`src/rtl/uart_word_tx.sv`:
```
// Word-wide UART transmitter: buffers DATA_WIDTH-bit words in a small FIFO and
// sends each one least-significant byte first as 8N1-style frames (optional parity, 1-2 stops).
module uart_word_tx #(
  parameter int DATA_WIDTH   = 32,
  parameter int CLKS_PER_BIT = 434,
  parameter int FIFO_DEPTH   = 4,
  parameter int PARITY       = 0,
  parameter int STOP_BITS    = 1
) (
  input  logic                        clk,
  input  logic                        rst_n,
  input  logic                        en,
  input  logic [DATA_WIDTH-1:0]       data_in,
  output logic                        dout,
  output logic                        rdy,
  output logic                        busy,
  output logic [$clog2(FIFO_DEPTH):0] level,
  output logic                        overflow
);

  localparam int AW     = $clog2(FIFO_DEPTH);
  localparam int LW     = AW + 1;
  localparam int NBYTES = DATA_WIDTH / 8;
  localparam int BW     = (NBYTES > 1) ? $clog2(NBYTES) : 1;
  localparam int CW     = $clog2(CLKS_PER_BIT);

  localparam logic [CW-1:0] BIT_RELOAD = CW'(CLKS_PER_BIT - 1);
  localparam logic [BW-1:0] LAST_BYTE  = BW'(NBYTES - 1);
  localparam logic          LAST_STOP  = 1'(STOP_BITS - 1);
  localparam logic [LW-1:0] FULL_LEVEL = LW'(FIFO_DEPTH);

  typedef enum logic [2:0] {IDLE, START, DATA, PAR, STOP} state_t;

  state_t                  state;
  logic [DATA_WIDTH-1:0]   mem [FIFO_DEPTH];
  logic [AW:0]             wptr;
  logic [AW:0]             rptr;
  logic [DATA_WIDTH-1:0]   head;
  logic                    push;
  logic                    fifo_empty;
  logic [DATA_WIDTH-1:0]   word;
  logic [CW-1:0]           bit_cnt;
  logic [2:0]              bit_idx;
  logic [BW-1:0]           byte_idx;
  logic                    stop_idx;
  logic                    par_acc;
  logic                    avail;

  // Odd parity starts the running XOR at 1 so the final value is already inverted.
  function automatic logic parity_seed();
    return (PARITY == 2);
  endfunction

  assign level      = wptr - rptr;
  assign fifo_empty = (wptr == rptr);
  assign rdy        = (level != FULL_LEVEL);
  assign busy       = (state != IDLE) || !fifo_empty;
  assign push       = en && rdy;
  assign head       = mem[rptr[AW-1:0]];

  always_ff @(posedge clk) begin
    if (push) mem[wptr[AW-1:0]] <= data_in;
  end

  always_ff @(posedge clk or negedge rst_n) begin
    if (!rst_n) begin
      wptr     <= '0;
      overflow <= 1'b0;
    end else begin
      if (push) wptr <= wptr + 1'b1;
      if (en && !rdy) overflow <= 1'b1;
    end
  end

  // avail delays the idle start by one cycle so the first start bit lands two
  // edges after acceptance; words queued behind a running frame start back-to-back.
  always_ff @(posedge clk or negedge rst_n) begin
    if (!rst_n) begin
      state    <= IDLE;
      dout     <= 1'b1;
      bit_cnt  <= '0;
      rptr     <= '0;
      word     <= '0;
      bit_idx  <= '0;
      byte_idx <= '0;
      stop_idx <= 1'b0;
      par_acc  <= 1'b0;
      avail    <= 1'b0;
    end else begin
      avail <= !fifo_empty;
      if (state == IDLE) begin
        if (avail && !fifo_empty) begin
          word     <= head;
          rptr     <= rptr + 1'b1;
          byte_idx <= '0;
          dout     <= 1'b0;
          bit_cnt  <= BIT_RELOAD;
          state    <= START;
        end
      end else if (bit_cnt != '0) begin
        bit_cnt <= bit_cnt - 1'b1;
      end else begin
        bit_cnt <= BIT_RELOAD;
        case (state)
          START: begin
            dout    <= word[0];
            par_acc <= parity_seed() ^ word[0];
            word    <= word >> 1;
            bit_idx <= '0;
            state   <= DATA;
          end
          DATA: begin
            if (bit_idx == 3'd7) begin
              stop_idx <= 1'b0;
              if (PARITY != 0) begin
                dout  <= par_acc;
                state <= PAR;
              end else begin
                dout  <= 1'b1;
                state <= STOP;
              end
            end else begin
              dout    <= word[0];
              par_acc <= par_acc ^ word[0];
              word    <= word >> 1;
              bit_idx <= bit_idx + 1'b1;
            end
          end
          PAR: begin
            dout     <= 1'b1;
            stop_idx <= 1'b0;
            state    <= STOP;
          end
          STOP: begin
            if (stop_idx != LAST_STOP) begin
              stop_idx <= stop_idx + 1'b1;
            end else if (byte_idx != LAST_BYTE) begin
              byte_idx <= byte_idx + 1'b1;
              dout     <= 1'b0;
              state    <= START;
            end else if (!fifo_empty) begin
              word     <= head;
              rptr     <= rptr + 1'b1;
              byte_idx <= '0;
              dout     <= 1'b0;
              state    <= START;
            end else begin
              bit_cnt <= '0;
              state   <= IDLE;
            end
          end
          default: state <= IDLE;
        endcase
      end
    end
  end

endmodule

```
`config.mk`:
```
export PLATFORM = sky130hd
export DESIGN_NAME = uart_word_tx
export DESIGN_NICKNAME = d
export VERILOG_FILES = /design/src/rtl/uart_word_tx.sv
export SDC_FILE = /design/constraint.sdc
export NUM_CORES = 1
export LEC_CHECK = 0
export ABC_AREA = 1
export CORE_AREA = 2 2 138 140
export DETAILED_ROUTE_END_ITERATION = 6
export DIE_AREA = 0 0 140 142
export DONT_BUFFER_PORTS = 1
export GPL_TIMING_DRIVEN = 0
export MAX_ROUTING_LAYER = met4
export PLACE_DENSITY_LB_ADDON = 0.2
export SYNTH_ARGS = -nofsm -noshare
export SYNTH_HDL_FRONTEND = slang
export SYNTH_SLANG_ARGS = --single-unit
```
`constraint.sdc`:
```
create_clock -name clk -period 3 [get_ports clk]
set_input_delay 0.45 -clock clk [delete_from_list [all_inputs] [get_ports clk]]
set_output_delay 0.45 -clock clk [all_outputs]
set_load 0.005 [all_outputs]
```
==> metrics.txt <==
Setup Total Neg Slack=0 ns; CTS buffer count=17; mean area per synthesized cell=10.1 µm²; initial antenna violation count=0; via count=about 5500; Wirelength per Cell=about 17 µm; minimum clock period after layout=2.79 ns; status=complete, no violations; Slew Limit Fails=0; worst-path fanout max=26; fin nets=880; die area=19900 µm²; most frequent cells in the layout=314 x nand2_1, 138 x nand3_1, 128 x edfxtp_1; CTS clk-pin slew, worst paths=0.07 ns; Sink Count=186; final hold vios=0; CTS Buffer Depth=2; first-pass GRT wire length=between 20 and 30 mm; worst clock skew=0.00864 ns; max-cap viol count=0; Diodes inserted=0; drc violations=0; buffers and inverters on the worst path=2; Core Util, Final=0.501; WP data required=3.12 ns; leakage=3.96 nW; H-tree depth=4; Seq/Total Area, Yosys=0.650; syn_nets=between 800 and 900; worst relative slew slack=0.540; Root Buffer=clkbuf_16; Layout area overhead=13.6%; CTS resizes=0; Mapped Cells=805; HP Class=primary input to register; Die H=142 µm; port buffer count=0; Tcrit/Tclk final=0.928; I/O pin cnt=42; Worst setup SP type=register; Vias/cell=5.05; Max Freq=0.359 GHz; post-DP HPWL=11.5 mm; crit-path cells=inv_1, ha_1, fa_1, xnor2_2, nand2_1, nand2_1, nor2_4, buf_12; RePlAce Congestion=0.804; Ys Warns=0; Die Span X=140 µm; P per Cell Area=1080 nW/µm²; Crit Path Category=register to register; unrepaired setup endpoints after global routing=false; Clock Latency Late Sink=around 0.43 ns; drt pass-1 iters=5; Arr. time, crit path=2.91 ns; CTS tree=built; synthesized cell area=8150 µm²; num rows=50; Crit-path slowest cell=fa_1; largest net degree at the start of global routing=approximately 60; First DRT Iteration DRCs=a little under 400; vias in the first global route=approximately 5400; crit-path leading delay family=simple AND/OR/NAND/NOR gates; share of cells above drive strength 1=0.108; Worst setup EP type=register; Final setup viols=0; synth unique cells=32; Initial Util=0.441; gr ovfl total=0; Worst-Margin Slew=0.690 ns; commonest non-fill, non-tap cell in the layout=nand2_1; #FFs+latches synth=186; Critical Path Max Stage Delay=0.41 ns; maximum VDD drop=532 µV; Global Route Usage Sum=0.199; Total Power=10.0 mW; antenna-violating nets left=0; Total Routed Length=17.8 mm; area of the core=18500 µm²; Top cell by count, worst path=nand2_1
[area by class of cell]
type	instances	area [µm²]
inverter	36	135
fill	1653	9200
clock inverter	13	149
tap	234	293
timing repair buffer	9	193
sequential	186	5300
buffer	39	226
multi-input combinational	544	2520
clock buffer	19	443
[per-stage QoR]
stage	cell area (µm²)	instances	setup slack, ns	hold WS (ns)
CTS	9240	1079	0.0369	0.0973
finish	9260	1080	0.215	0.111
global route	9260	1080	0.0162	0.0935
floorplan	8150	805	-0.327	0.154
detailed placement	8570	1043	-0.0398	0.157
global placement	8440	1039	-1.92	0.156
[synthesized netlist by cell type, drive strengths merged]
cell type / instances / area (µm²)
nand2: 321 / 1230
nand3: 140 / 718
nor2: 31 / 134
buf: 29 / 189
o22ai: 4 / 25.0
edfxtp: 128 / 3840
a21oi: 16 / 80.1
dfrtp: 57 / 1430
nand3b: 1 / 7.51
a31o: 1 / 8.76
nand4: 4 / 25.0
o211ai: 2 / 15.0
clkbuf: 10 / 37.5
inv: 36 / 135
xor2: 4 / 35.0
o21ai: 5 / 25.0
fa: 1 / 20.0
xnor2: 2 / 25.0
or2: 1 / 6.26
dfstp: 1 / 26.3
ha: 11 / 138
[sequential cells by signal, summed over array words and instances, names as in the netlist]
name and cells:
overflow 1, rptr 3, bit_cnt 9, avail 1
byte_idx 2, state 3, wptr 3, word 32
bit_idx 3, dout 1, mem 128
[timing repair]
| item | in CTS | in global routing |
|---|---|---|
| setup endpoints to repair | 36 | 23 |
| setup buffers | 2 | 1 |
| pin swaps | 2 | 1 |
| hold buffers | 2 | 0 |
| endpoints found under the hold margin | 58 | 0 |
[power breakdown]
part           switching [mW]  total (mW)  internal (mW)
combinational            2.64        3.93           1.30
clock                   0.933        2.26           1.32
sequential              0.298        3.83           3.53
total                    3.87        10.0           6.15
[worst paths after layout]
path | startpoint | end | slack [ns] | depth (start not counted)
max in group asynchronous | rst_n | dout | 2.13 | 2
setup reg to reg | wptr[0] | mem[0][24] | 0.21 | 8
min in group asynchronous | rst_n | bit_cnt[6] | 0.54 | 2
setup / recovery | wptr[0] | mem[0][24] | 0.21 | 8
hold reg to reg | word[0] | word[0] | 0.47 | 2
hold / removal | data_in[25] | mem[2][25] | 0.11 | 0
[logic make-up after synthesis]
group	share of synthesized area
and+or+nand+nor	0.260
DFF	0.650
buffers and inverters	0.0444
AOI/OAI and AO/OA	0.0189
xor gates and xnor gates	0.00737
adders and majority gates	0.0193
[per-layer routing]
metal  GRT usage  routed length [µm]
met4      0.0617                 332
met1       0.257                8110
met5           -                   0
met2       0.316                8510
met3      0.0474                 890
(Power assumes the default switching activity.)
